===== src/rtl/ntsc_line_timing_if.sv =====
// rtl/ntsc_line_timing_if.sv - pixel stream interface from frame-buffer reader to line timing
interface ntsc_line_timing_if #(
    parameter int DATA_WIDTH = 32
);
    logic                  s00_axis_tvalid;
    logic                  s00_axis_tready;
    logic [DATA_WIDTH-1:0] s00_axis_tdata;
    logic                  s00_axis_tlast;

    modport master (
        output s00_axis_tvalid,
        output s00_axis_tdata,
        output s00_axis_tlast,
        input  s00_axis_tready
    );

    modport slave (
        input  s00_axis_tvalid,
        input  s00_axis_tdata,
        input  s00_axis_tlast,
        output s00_axis_tready
    );
endinterface


===== src/rtl/ntsc_line_timing.sv =====
// rtl/ntsc_line_timing.sv - NTSC raster timing and composite sample generator
module ntsc_line_timing #(
    parameter int H_ACTIVE    = 720,
    parameter int H_SYNC      = 64,
    parameter int H_BACK      = 58,
    parameter int H_FRONT     = 16,
    parameter int V_ACTIVE    = 480,
    parameter int V_SYNC      = 6,
    parameter int V_BACK      = 30,
    parameter int V_FRONT     = 9,
    parameter int DATA_WIDTH  = 32,
    parameter int SYNC_LEVEL  = 0,
    parameter int BLANK_LEVEL = 72,
    parameter int WHITE_SPAN  = 183
) (
    input  logic                 s00_axis_aclk,
    input  logic                 s00_axis_areset,
    ntsc_line_timing_if.slave    s_axis,
    input  logic                 err_clr,
    output logic [7:0]           sample_out,
    output logic                 hsync,
    output logic                 vsync,
    output logic                 active,
    output logic                 frame_start,
    output logic                 underflow,
    output logic                 desync
);
    localparam int H_TOTAL = H_SYNC + H_BACK + H_ACTIVE + H_FRONT;
    localparam int V_TOTAL = V_SYNC + V_BACK + V_ACTIVE + V_FRONT;
    localparam int H_START = H_SYNC + H_BACK;
    localparam int V_START = V_SYNC + V_BACK;
    localparam int HW      = $clog2(H_TOTAL);
    localparam int VW      = $clog2(V_TOTAL);

    typedef enum logic [1:0] {RUN, RESYNC, WAIT_FRAME} state_t;

    state_t          state_q, state_d;
    logic [HW-1:0]   h_cnt_q, h_cnt_d;
    logic [VW-1:0]   v_cnt_q, v_cnt_d;
    logic [7:0]      sample_q, sample_d;
    logic            hsync_q, hsync_d, vsync_q, vsync_d;
    logic            active_q, active_d, frame_start_q, frame_start_d;
    logic            underflow_q, underflow_d, desync_q, desync_d;

    logic            in_active, is_final, at_origin, tready, fire, fire_last;
    logic            uf_set, ds_set;
    logic [15:0]     luma_prod;
    logic            unused_bits;

    assign in_active = (v_cnt_q >= VW'(V_START)) && (v_cnt_q < VW'(V_START + V_ACTIVE)) &&
                       (h_cnt_q >= HW'(H_START)) && (h_cnt_q < HW'(H_START + H_ACTIVE));
    assign is_final  = (v_cnt_q == VW'(V_START + V_ACTIVE - 1)) &&
                       (h_cnt_q == HW'(H_START + H_ACTIVE - 1));
    assign at_origin = (h_cnt_q == '0) && (v_cnt_q == '0);

    // Gated by reset so that no beat is taken on the reset edge
    assign tready    = !s00_axis_areset &&
                       (((state_q == RUN) && in_active) || (state_q == RESYNC));
    assign s_axis.s00_axis_tready = tready;
    assign fire      = s_axis.s00_axis_tvalid && tready;
    assign fire_last = fire && s_axis.s00_axis_tlast;

    assign luma_prod   = {8'd0, s_axis.s00_axis_tdata[7:0]} * 16'(WHITE_SPAN);
    assign unused_bits = ^{s_axis.s00_axis_tdata[DATA_WIDTH-1:8], luma_prod[7:0]};

    always_comb begin
        h_cnt_d  = (h_cnt_q == HW'(H_TOTAL - 1)) ? '0 : h_cnt_q + 1'b1;
        v_cnt_d  = v_cnt_q;
        if (h_cnt_q == HW'(H_TOTAL - 1)) begin
            v_cnt_d = (v_cnt_q == VW'(V_TOTAL - 1)) ? '0 : v_cnt_q + 1'b1;
        end

        state_d = state_q;
        uf_set  = 1'b0;
        ds_set  = 1'b0;
        case (state_q)
            RUN: begin
                uf_set = in_active && !s_axis.s00_axis_tvalid;
                if (fire_last && !is_final) begin
                    ds_set  = 1'b1;
                    state_d = WAIT_FRAME;
                end else if (is_final && !fire_last) begin
                    ds_set  = 1'b1;
                    state_d = RESYNC;
                end
            end
            RESYNC: begin
                if (fire_last) state_d = WAIT_FRAME;
            end
            WAIT_FRAME: begin
                if (at_origin) state_d = RUN;
            end
            default: state_d = WAIT_FRAME;
        endcase

        // Vsync lines carry a blank serration across the last H_SYNC samples
        if (v_cnt_q < VW'(V_SYNC)) begin
            sample_d = (h_cnt_q >= HW'(H_TOTAL - H_SYNC)) ? 8'(BLANK_LEVEL) : 8'(SYNC_LEVEL);
        end else if (h_cnt_q < HW'(H_SYNC)) begin
            sample_d = 8'(SYNC_LEVEL);
        end else if ((state_q == RUN) && fire) begin
            sample_d = 8'(BLANK_LEVEL) + luma_prod[15:8];
        end else begin
            sample_d = 8'(BLANK_LEVEL);
        end

        hsync_d       = h_cnt_q < HW'(H_SYNC);
        vsync_d       = v_cnt_q < VW'(V_SYNC);
        active_d      = in_active;
        frame_start_d = at_origin;
        underflow_d   = uf_set || (underflow_q && !err_clr);
        desync_d      = ds_set || (desync_q && !err_clr);
    end

    always_ff @(posedge s00_axis_aclk) begin
        if (s00_axis_areset) begin
            state_q       <= WAIT_FRAME;
            h_cnt_q       <= '0;
            v_cnt_q       <= '0;
            sample_q      <= 8'(SYNC_LEVEL);
            hsync_q       <= 1'b0;
            vsync_q       <= 1'b0;
            active_q      <= 1'b0;
            frame_start_q <= 1'b0;
            underflow_q   <= 1'b0;
            desync_q      <= 1'b0;
        end else begin
            state_q       <= state_d;
            h_cnt_q       <= h_cnt_d;
            v_cnt_q       <= v_cnt_d;
            sample_q      <= sample_d;
            hsync_q       <= hsync_d;
            vsync_q       <= vsync_d;
            active_q      <= active_d;
            frame_start_q <= frame_start_d;
            underflow_q   <= underflow_d;
            desync_q      <= desync_d;
        end
    end

    assign sample_out  = sample_q;
    assign hsync       = hsync_q;
    assign vsync       = vsync_q;
    assign active      = active_q;
    assign frame_start = frame_start_q;
    assign underflow   = underflow_q;
    assign desync      = desync_q;
endmodule


===== src/flat_wrapper.sv =====
// flat-port wrapper written by rule: the top's interface ports become plain ports
module ntsc_line_timing_flat 
#(
    parameter int H_ACTIVE    = 720,
    parameter int H_SYNC      = 64,
    parameter int H_BACK      = 58,
    parameter int H_FRONT     = 16,
    parameter int V_ACTIVE    = 480,
    parameter int V_SYNC      = 6,
    parameter int V_BACK      = 30,
    parameter int V_FRONT     = 9,
    parameter int DATA_WIDTH  = 32,
    parameter int SYNC_LEVEL  = 0,
    parameter int BLANK_LEVEL = 72,
    parameter int WHITE_SPAN  = 183
)
  (s00_axis_aclk, s00_axis_areset, err_clr, sample_out, hsync, vsync, active, frame_start, underflow, desync, s_axis_s00_axis_tvalid, s_axis_s00_axis_tdata, s_axis_s00_axis_tlast, s_axis_s00_axis_tready);
  ntsc_line_timing_if #(.DATA_WIDTH(DATA_WIDTH)) s_axis_i ();
  input  logic s00_axis_aclk;
  input  logic s00_axis_areset;
  input  logic err_clr;
  output logic [7:0] sample_out;
  output logic hsync;
  output logic vsync;
  output logic active;
  output logic frame_start;
  output logic underflow;
  output logic desync;
  input wire logic [$bits(s_axis_i.s00_axis_tvalid)-1:0] s_axis_s00_axis_tvalid;
  input wire logic [$bits(s_axis_i.s00_axis_tdata)-1:0] s_axis_s00_axis_tdata;
  input wire logic [$bits(s_axis_i.s00_axis_tlast)-1:0] s_axis_s00_axis_tlast;
  output wire logic [$bits(s_axis_i.s00_axis_tready)-1:0] s_axis_s00_axis_tready;
  assign s_axis_i.s00_axis_tvalid = s_axis_s00_axis_tvalid;
  assign s_axis_i.s00_axis_tdata = s_axis_s00_axis_tdata;
  assign s_axis_i.s00_axis_tlast = s_axis_s00_axis_tlast;
  assign s_axis_s00_axis_tready = s_axis_i.s00_axis_tready;
  ntsc_line_timing #(.H_ACTIVE(H_ACTIVE), .H_SYNC(H_SYNC), .H_BACK(H_BACK), .H_FRONT(H_FRONT), .V_ACTIVE(V_ACTIVE), .V_SYNC(V_SYNC), .V_BACK(V_BACK), .V_FRONT(V_FRONT), .DATA_WIDTH(DATA_WIDTH), .SYNC_LEVEL(SYNC_LEVEL), .BLANK_LEVEL(BLANK_LEVEL), .WHITE_SPAN(WHITE_SPAN)) u_core (.s00_axis_aclk(s00_axis_aclk), .s00_axis_areset(s00_axis_areset), .s_axis(s_axis_i), .err_clr(err_clr), .sample_out(sample_out), .hsync(hsync), .vsync(vsync), .active(active), .frame_start(frame_start), .underflow(underflow), .desync(desync));
endmodule

===== config.mk =====
export PLATFORM = sky130hd
export DESIGN_NAME = ntsc_line_timing_flat
export DESIGN_NICKNAME = d
export VERILOG_FILES = /design/src/rtl/ntsc_line_timing_if.sv /design/src/rtl/ntsc_line_timing.sv /design/src/flat_wrapper.sv
export SDC_FILE = /design/constraint.sdc
export NUM_CORES = 1
export LEC_CHECK = 0
export BUFFER_PORTS_ARGS = -buffer_cell sky130_fd_sc_hd__buf_4
export CORE_ASPECT_RATIO = 0.9
export CORE_MARGIN = 5
export CORE_UTILIZATION = 45
export CTS_BUF_LIST = sky130_fd_sc_hd__clkbuf_4 sky130_fd_sc_hd__clkbuf_8
export CTS_CLUSTER_SIZE = 16
export DETAILED_ROUTE_END_ITERATION = 8
export PLACE_DENSITY = 0.72
export SLEW_MARGIN = 0
export SYNTH_ARGS = -nofsm -noshare
export SYNTH_HDL_FRONTEND = slang
export SYNTH_SLANG_ARGS = --single-unit

===== constraint.sdc =====
create_clock -name s00_axis_aclk -period 5.1 [get_ports s00_axis_aclk]
set_input_delay 0.255 -clock s00_axis_aclk [delete_from_list [all_inputs] [get_ports s00_axis_aclk]]
set_output_delay 0.255 -clock s00_axis_aclk [all_outputs]
set_load 0.1 [all_outputs]

==> impl_metrics.env, run 1 <==
export IMPL_sum_neg_setup_slack_ns=0
export IMPL_syn_avg_cell_area_um2=8.84
export IMPL_rsz0062_at_grt="no"
export IMPL_vdd_ir_drop_max_mv=0.176
export IMPL_number_of_port_buffers=27
export IMPL_power_share_clock_pct=16.5
export IMPL_clock_tree_htree_level_count=2
export IMPL_global_route_usage_met1_pct=20.0
export IMPL_gr_usage_met2_pct=26.0
export IMPL_ys_dominant_reg_cell="sky130_fd_sc_hd__dfxtp_1"
export IMPL_crit_path_end_kind="flip-flop"
export IMPL_antenna_cells=0
export IMPL_coreArea_um2=6930
export IMPL_postCtsSetupRepairBufs=0
export IMPL_gp_congestion=0.828
export IMPL_ff2ff_setup_slack_ns=2.81
export IMPL_crit_start="s_axis_s00_axis_tdata[1]"
export IMPL_finish_instance_area_um2=3550
export IMPL_cts_root_to_sink_buffers=2
export IMPL_detail_route_wl_per_cell_um=12.8
export IMPL_grt_max_degree=17
export IMPL_power_internal_mw=0.743
export IMPL_maximum_fanout_encountered_on_the_critical_timing_path=6
export IMPL_startpoint_type="input pin"
export IMPL_num_nets_final=486
export IMPL_synth_top_cells_by_area="sky130_fd_sc_hd__dfxtp_1 23%, sky130_fd_sc_hd__ha_1 19%, sky130_fd_sc_hd__fa_1 11%, sky130_fd_sc_hd__inv_1 5.9%, sky130_fd_sc_hd__nor2_1 5.1%"
export IMPL_power_leakage_nw=1.64
export IMPL_finalClockSkew_ns=0.00511
export IMPL_util_after_layout_pct=51.2
export IMPL_post_cts_resized=0
export IMPL_die_width_um=98.4
export IMPL_vias_in_the_first_global_route=2439
export IMPL_post_dp_hpwl_mm=5.09
export IMPL_finalMaxSlewViolations=0
export IMPL_clk_latency_ns=0.29
export IMPL_arithmetic_cell_share_of_the_synthesized_area_counting_full_adders_half_adders_and_majority_gates_pct=30.0
export IMPL_tritoncts="yes"
export IMPL_placement_rows=29
export IMPL_net_switching_power_mw=0.552
export IMPL_remaining_drc_errors=0
export IMPL_run_status="finished, final reports clean"
export IMPL_endpoint="u_core.sample_out[7]"
export IMPL_synthMostInstantiatedCell="sky130_fd_sc_hd__inv_1"
export IMPL_worst_r2r_endpoint="u_core.sample_out[3]"
export IMPL_floorplan_initialDensity_pct=45.6
export IMPL_seq_area_frac_synth_pct=22.8
export IMPL_grt_pass1_wl_mm=11.1
export IMPL_synth_simple_gate_area_share_pct=19.6
export IMPL_post_synth_xor_area_fraction_pct=7.16
export IMPL_placedInstanceArea_um2=3450
export IMPL_timing_final_setup_violations=0
export IMPL_timing_slew_headroom_pct=71.7
export IMPL_met3_layer_usage_reported_by_global_route_pct=3.28
export IMPL_post_synth_mux_area_share_pct=0.949
export IMPL_mappedNetlistArea_um2=3160
export IMPL_finalCriticalPeriod_ns=4.50
export IMPL_synth_top_area_cell="sky130_fd_sc_hd__dfxtp_1"
export IMPL_initial_antenna_violation_count=0
export IMPL_cts_sinks=36
export IMPL_globalRoute_busiestLayer="met2"
export IMPL_fraction_of_registers_with_async_set_reset_pct=0
export IMPL_main_combinational_cell_family_by_area_after_synthesis="adder cells"
export IMPL_synth_compound_area_share_pct=12.4
export IMPL_track_usage_pct=15.4
export IMPL_via_count=2454
export IMPL_routed_wl_mm=6.10
export IMPL_pwr_share_seq_pct=22.5
export IMPL_launching_point_of_the_worst_reg2reg_path="u_core.v_cnt_q[6]"
export IMPL_max_cap_viol_count=0
export IMPL_worst_pin_slew_ns=0.421
export IMPL_clk_pin_slew_ns=0.07
export IMPL_globalRoute_totalOverflow=0
export IMPL_timing_critical_path_required_ns=5.27
export IMPL_fill_cells=641
export IMPL_fmax_mhz=222
export IMPL_final_critical_path_share_of_the_clock_period_pct=88.2
export IMPL_drive_above_1_share_pct=12.7
export IMPL_ant_nets=0
export IMPL_numCtsBuffers=5
export IMPL_die_area_um2=8810
export IMPL_final_hold_violation_count=0
export IMPL_timing_hold_worst_class="input pin to flip-flop"
export IMPL_synth_lib_cells_used_distinct=57
export IMPL_area_growth_pct=12.3
export IMPL_criticalPathCategory="input pin to flip-flop"
export IMPL_ioPinCount=52
export IMPL_power_switching_share_pct=42.6
export IMPL_rr_worst_depth=7
export IMPL_dr_pass1_iters=4
export IMPL_comb_power_share_pct=61.0
export IMPL_syn_inst=358
export IMPL_power_density_cell_area_nw_per_um2=365
export IMPL_crit_arrival_ns=4.67
export IMPL_cts_hold_fix_buffers=0
export IMPL_synth_enable_flop_cells=0
export IMPL_vias_per_cell=5.13
export IMPL_number_of_warnings_reported_in_the_yosys_synthesis_log=0
export IMPL_top_post_synthesis_cells_by_count="50 x sky130_fd_sc_hd__inv_1, 47 x sky130_fd_sc_hd__ha_1, 43 x sky130_fd_sc_hd__nor2_1"
export IMPL_vert_die_dim_um=89.5
export IMPL_yosysTopAreaCellShare_pct=22.8
export IMPL_postSynthNetCount=460
export IMPL_cts_root_buffer="sky130_fd_sc_hd__clkbuf_8"
export IMPL_dr_first_iter_drc_count=96
export IMPL_synth_ff_latch_count=36
==> kinds of logic after synthesis <==
group | after synthesis
and+or+nand+nor | 115
adders and majority gates | 65
muxes | 3
buffers and inverters | 59
DFF | 36
AOI/OAI and AO/OA | 55
xor gates and xnor gates | 25
==> state kept, by name, summed over array words and instances (netlist names) <==
name and flops:
u_core.active 1, u_core.desync 1, u_core.frame_start 1, u_core.h_cnt_q 10, u_core.hsync 1, u_core.sample_out 8, u_core.state_q 2, u_core.underflow 1
u_core.v_cnt_q 10, u_core.vsync 1
==> through the flow <==
stage	total power [mW]	hold WS (ns)	setup slack, ns	cells
after CTS	1.31	0.246	0.595	478
after floorplan	0.931	0.355	0.619	358
after global placement	1.06	0.464	0.336	470
after global routing	1.44	0.262	0.191	478
after detailed placement	1.08	0.484	0.312	470
final	1.30	0.254	0.600	478
==> critical path, cell delays in order <==
cell	delay, ns
sky130_fd_sc_hd__buf_4	0.14
sky130_fd_sc_hd__ha_1	0.34
sky130_fd_sc_hd__xor2_1	0.18
sky130_fd_sc_hd__ha_1	0.30
sky130_fd_sc_hd__fa_1	0.53
sky130_fd_sc_hd__inv_1	0.06
sky130_fd_sc_hd__fa_1	0.53
sky130_fd_sc_hd__inv_1	0.05
sky130_fd_sc_hd__ha_1	0.38
sky130_fd_sc_hd__nand2_1	0.09
sky130_fd_sc_hd__a211oi_2	0.25
sky130_fd_sc_hd__nand2_1	0.09
sky130_fd_sc_hd__a2111oi_1	0.39
sky130_fd_sc_hd__buf_4	0.20
sky130_fd_sc_hd__nor2b_1	0.05
sky130_fd_sc_hd__ha_1	0.21
sky130_fd_sc_hd__nand4_1	0.13
sky130_fd_sc_hd__mux2i_1	0.24
sky130_fd_sc_hd__o21ai_0	0.12
sky130_fd_sc_hd__nor3b_2	0.16
==> power by group through the flow <==
stage,clock (mW),sequential [mW],combinational [mW]
floorplan,0,0.308,0.624
global placement,0,0.297,0.767
detailed placement,0,0.298,0.786
CTS,0.220,0.291,0.794
global route,0.235,0.292,0.910
finish,0.214,0.292,0.790
==> layer usage <==
layer  share of wire, %  vias to the layer above
met3                3.2                        8
met2                 47                       24
met1                 49                     1144
li1                   -                     1278
met4                1.1                        0
met5                  0                        -
==> worst min path at each step <==
stage                       from                  to  slack, ns  cells past startpoint
2_1_floorplan    s00_axis_areset   u_core.state_q[1]       0.35                      1
3_3_place_gp   u_core.h_cnt_q[0]   u_core.h_cnt_q[0]       0.46                      1
3_5_place_dp   u_core.h_cnt_q[0]   u_core.h_cnt_q[0]       0.48                      1
4_1_cts          s00_axis_areset       u_core.desync       0.25                      2
5_1_grt          s00_axis_areset  u_core.frame_start       0.26                      2
6_report         s00_axis_areset       u_core.desync       0.25                      2
==> cell type report <==
type	count	area, um2	share of cell area, %
Multi-Input combinational cell	263	2220	62.5
Inverter	50	188	5.29
Tap cell	93	116	3.28
Clock buffer	8	97.6	2.75
Timing Repair Buffer	28	210	5.92
Sequential cell	36	721	20.3
==> layout by cell type (no fill, tap or decap), types with 3 or more instances in the layout <==
master,instances
sky130_fd_sc_hd__inv_1,50
sky130_fd_sc_hd__ha_1,47
sky130_fd_sc_hd__nor2_1,43
sky130_fd_sc_hd__dfxtp_1,36
sky130_fd_sc_hd__buf_4,28
sky130_fd_sc_hd__a21oi_1,18
sky130_fd_sc_hd__fa_1,18
sky130_fd_sc_hd__nand2_1,17
sky130_fd_sc_hd__xor2_1,14
sky130_fd_sc_hd__nor3_1,12
sky130_fd_sc_hd__xnor2_1,10
sky130_fd_sc_hd__and3_1,6
sky130_fd_sc_hd__clkbuf_8,6
sky130_fd_sc_hd__nand4_1,5
sky130_fd_sc_hd__nand3_1,5
sky130_fd_sc_hd__o21ai_0,5
sky130_fd_sc_hd__a21o_1,4
sky130_fd_sc_hd__or2_1,3
sky130_fd_sc_hd__o21ai_1,3
sky130_fd_sc_hd__o211ai_1,3
sky130_fd_sc_hd__nor4_1,3
sky130_fd_sc_hd__nand2b_1,3
sky130_fd_sc_hd__mux2i_1,3
No activity file was read; power rests on OpenSTA's default activity.
==> run 2, diff against run 1 <==
- CELL_PAD_IN_SITES_DETAIL_PLACEMENT: unset -> 1
- CELL_PAD_IN_SITES_GLOBAL_PLACEMENT: unset -> 1
- CORE_UTILIZATION: 45 -> 44
- PLACE_DENSITY: 0.72 -> 0.88
==> run 2 against run 1 <==
Routed wire length up 18%; worst hold slack better by 0.0020 ns; critical path type unchanged; critical path depth did not move; clock skew rose by 0.0018 ns; highest routed layer unchanged; fmax shrank 3.1%; combinational power up 5.7%; critical endpoint unchanged; non-clock buffer count stayed put; power is 3.7% higher; sequential share of layout area stayed put; die area rose by 2.0%; utilization is 0.79 points lower; global-route usage up 1.8 points.
==> impl_metrics.env, run 2 (same netlist as run 1, synthesis figures left out) <==
export IMPL_cts_sinks=36
export IMPL_layout_common_cells="50 x sky130_fd_sc_hd__inv_1, 47 x sky130_fd_sc_hd__ha_1, 43 x sky130_fd_sc_hd__nor2_1"
export IMPL_path_buf_inv=4
export IMPL_dr_first_iter_drc_count=48
export IMPL_critical_path_most_common_cell="sky130_fd_sc_hd__ha_1"
export IMPL_routed_wl_mm=7.18
export IMPL_max_cap_viol_count=0
export IMPL_detail_route_wl_per_cell_um=15.0
export IMPL_post_cts_resized=0
export IMPL_critical_path_slowest_cell="sky130_fd_sc_hd__fa_1"
export IMPL_numCtsBuffers=5
export IMPL_via_count=2538
export IMPL_finish_instance_area_um2=3550
export IMPL_track_usage_pct=17.2
export IMPL_drive_above_1_share_pct=12.7
export IMPL_timing_final_setup_violations=0
export IMPL_placedInstanceArea_um2=3450
export IMPL_finalCriticalPeriod_ns=4.64
export IMPL_postCtsSetupRepairBufs=0
export IMPL_timing_critical_path_required_ns=5.27
export IMPL_timing_hold_worst_class="input pin to flip-flop"
export IMPL_finalClockSkew_ns=0.00694
export IMPL_run_status="finished, final reports clean"
export IMPL_grt_max_degree=17
export IMPL_initial_antenna_violation_count=0
export IMPL_criticalPathCategory="input pin to flip-flop"
export IMPL_cp_cell_sequence="buf_4 -> ha_1 -> xor2_1 -> ha_1 -> fa_1 -> inv_1 -> fa_1 -> inv_1 -> ha_1 -> nand2_1 -> a211oi_2 -> nand2_1 -> a2111oi_1 -> buf_4 -> nor2b_1 -> ha_1 -> nand4_1 -> mux2i_1 -> o21ai_0 -> nor3b_2"
export IMPL_ant_nets=0
export IMPL_preCtsSetupSlack_ns=0.214
export IMPL_clock_tree_htree_level_count=2
export IMPL_maximum_fanout_encountered_on_the_critical_timing_path=6
export IMPL_power_density_cell_area_nw_per_um2=378
export IMPL_grt_pass1_wl_mm=13.0
export IMPL_remaining_drc_errors=0
export IMPL_crit_family="adder cells"
export IMPL_most_frequent_standard_cell_in_the_layout_excluding_fill_and_tap_cells="sky130_fd_sc_hd__inv_1"
export IMPL_die_width_um=99.4
export IMPL_floorplan_initialDensity_pct=44.9
export IMPL_coreArea_um2=7040
export IMPL_fill_cells=854
export IMPL_cts_root_buffer="sky130_fd_sc_hd__clkbuf_8"
export IMPL_hold_slack_ns=0.256
export IMPL_vias_in_the_first_global_route=2888
export IMPL_ioPinCount=52
export IMPL_final_hold_violation_count=0
export IMPL_post_dp_hpwl_mm=6.17
export IMPL_vert_die_dim_um=90.4
export IMPL_cts_hold_fix_buffers=0
export IMPL_clk_pin_slew_ns=0.07
export IMPL_startpoint_type="input pin"
export IMPL_gp_congestion=0.882
export IMPL_crit_arrival_ns=4.81
export IMPL_placement_rows=29
export IMPL_finalWorstSetupSlack_ns=0.457
export IMPL_clk_latency_ns=0.29
export IMPL_final_critical_path_share_of_the_clock_period_pct=91.0
export IMPL_power_leakage_nw=1.64
export IMPL_dr_pass1_iters=3
export IMPL_sum_neg_setup_slack_ns=0
export IMPL_cts_root_to_sink_buffers=2
export IMPL_worst_pin_slew_ns=0.408
export IMPL_timing_critical_path_slowest_cell_delay_ns=0.56
export IMPL_number_of_port_buffers=27
export IMPL_vias_per_cell=5.31
export IMPL_globalRoute_totalOverflow=0
export IMPL_timing_slew_headroom_pct=72.6
export IMPL_rsz0062_at_grt="no"
export IMPL_fmax_mhz=215
export IMPL_register_area_um2=721
export IMPL_finalMaxSlewViolations=0
export IMPL_antenna_cells=0
export IMPL_die_area_um2=8990
export IMPL_num_nets_final=486
export IMPL_area_growth_pct=12.3
export IMPL_vdd_ir_drop_max_mv=0.127
export IMPL_tritoncts="yes"
export IMPL_crit_path_end_kind="flip-flop"
export IMPL_area_of_combinational_cells_with_multiple_inputs_um2=2220
## run 2: cell count changes in the layout (fill, tap and decap cells not counted)
cell | previous run | this run
sky130_fd_sc_hd__clkinvlp_4 | 0 | 1
sky130_fd_sc_hd__clkbuf_4 | 2 | 1
## run 2: area by class of cell
class                           count  share of cell area, %
Clock buffer                        7                   2.54
Inverter                           50                   5.29
Sequential cell                    36                   20.3
Multi-Input combinational cell    263                   62.5
Timing Repair Buffer               28                   5.92
Clock inverter                      1                  0.211
Tap cell                           93                   3.28
## run 2: metrics by stage
| step | util, % | total power [mW] | std cells |
|---|---|---|---|
| floorplan | - | 0.931 | 358 |
| global placement | 49.1 | 1.07 | 470 |
| detailed placement | 49.1 | 1.13 | 470 |
| CTS | 50.4 | 1.36 | 478 |
| global route | 50.4 | 1.47 | 478 |
| finish | 50.4 | 1.34 | 478 |
## run 2: worst register-to-register path: cells and delay by family, from the launching register on
family	cells	cell delay, ns
DFF	1	0.33
AOI/OAI and AO/OA	4	0.62
and+or+nand+nor	5	1.06
adders and majority gates	1	0.23
## run 2: worst paths after layout
check                               to  slack (ns)                     start  depth (start not counted)
setup / recovery  u_core.sample_out[7]        0.46  s_axis_s00_axis_tdata[1]                         20
hold / removal      u_core.frame_start        0.26           s00_axis_areset                          2
setup reg to reg     u_core.state_q[1]        2.75         u_core.v_cnt_q[6]                         10
hold reg to reg      u_core.h_cnt_q[0]        0.49         u_core.h_cnt_q[0]                          1
## run 2: where the power goes
group | total (mW) | switching (mW) | leakage [nW] | internal [mW]
clock | 0.217 | 0.102 | 0.0479 | 0.115
sequential | 0.292 | 0.00585 | 0.292 | 0.286
combinational | 0.835 | 0.492 | 1.30 | 0.343
total | 1.34 | 0.600 | 1.64 | 0.744
## run 2: routing by layer
metal	vias up	track usage, %	routed length [um]	part of all wire (%)
met5	-	0	0	0
met4	0	4.55	118	1.6
met3	11	2.70	104	1.4
met2	16	33.0	3980	55
met1	1248	19.3	2980	42
li1	1263	-	-	-
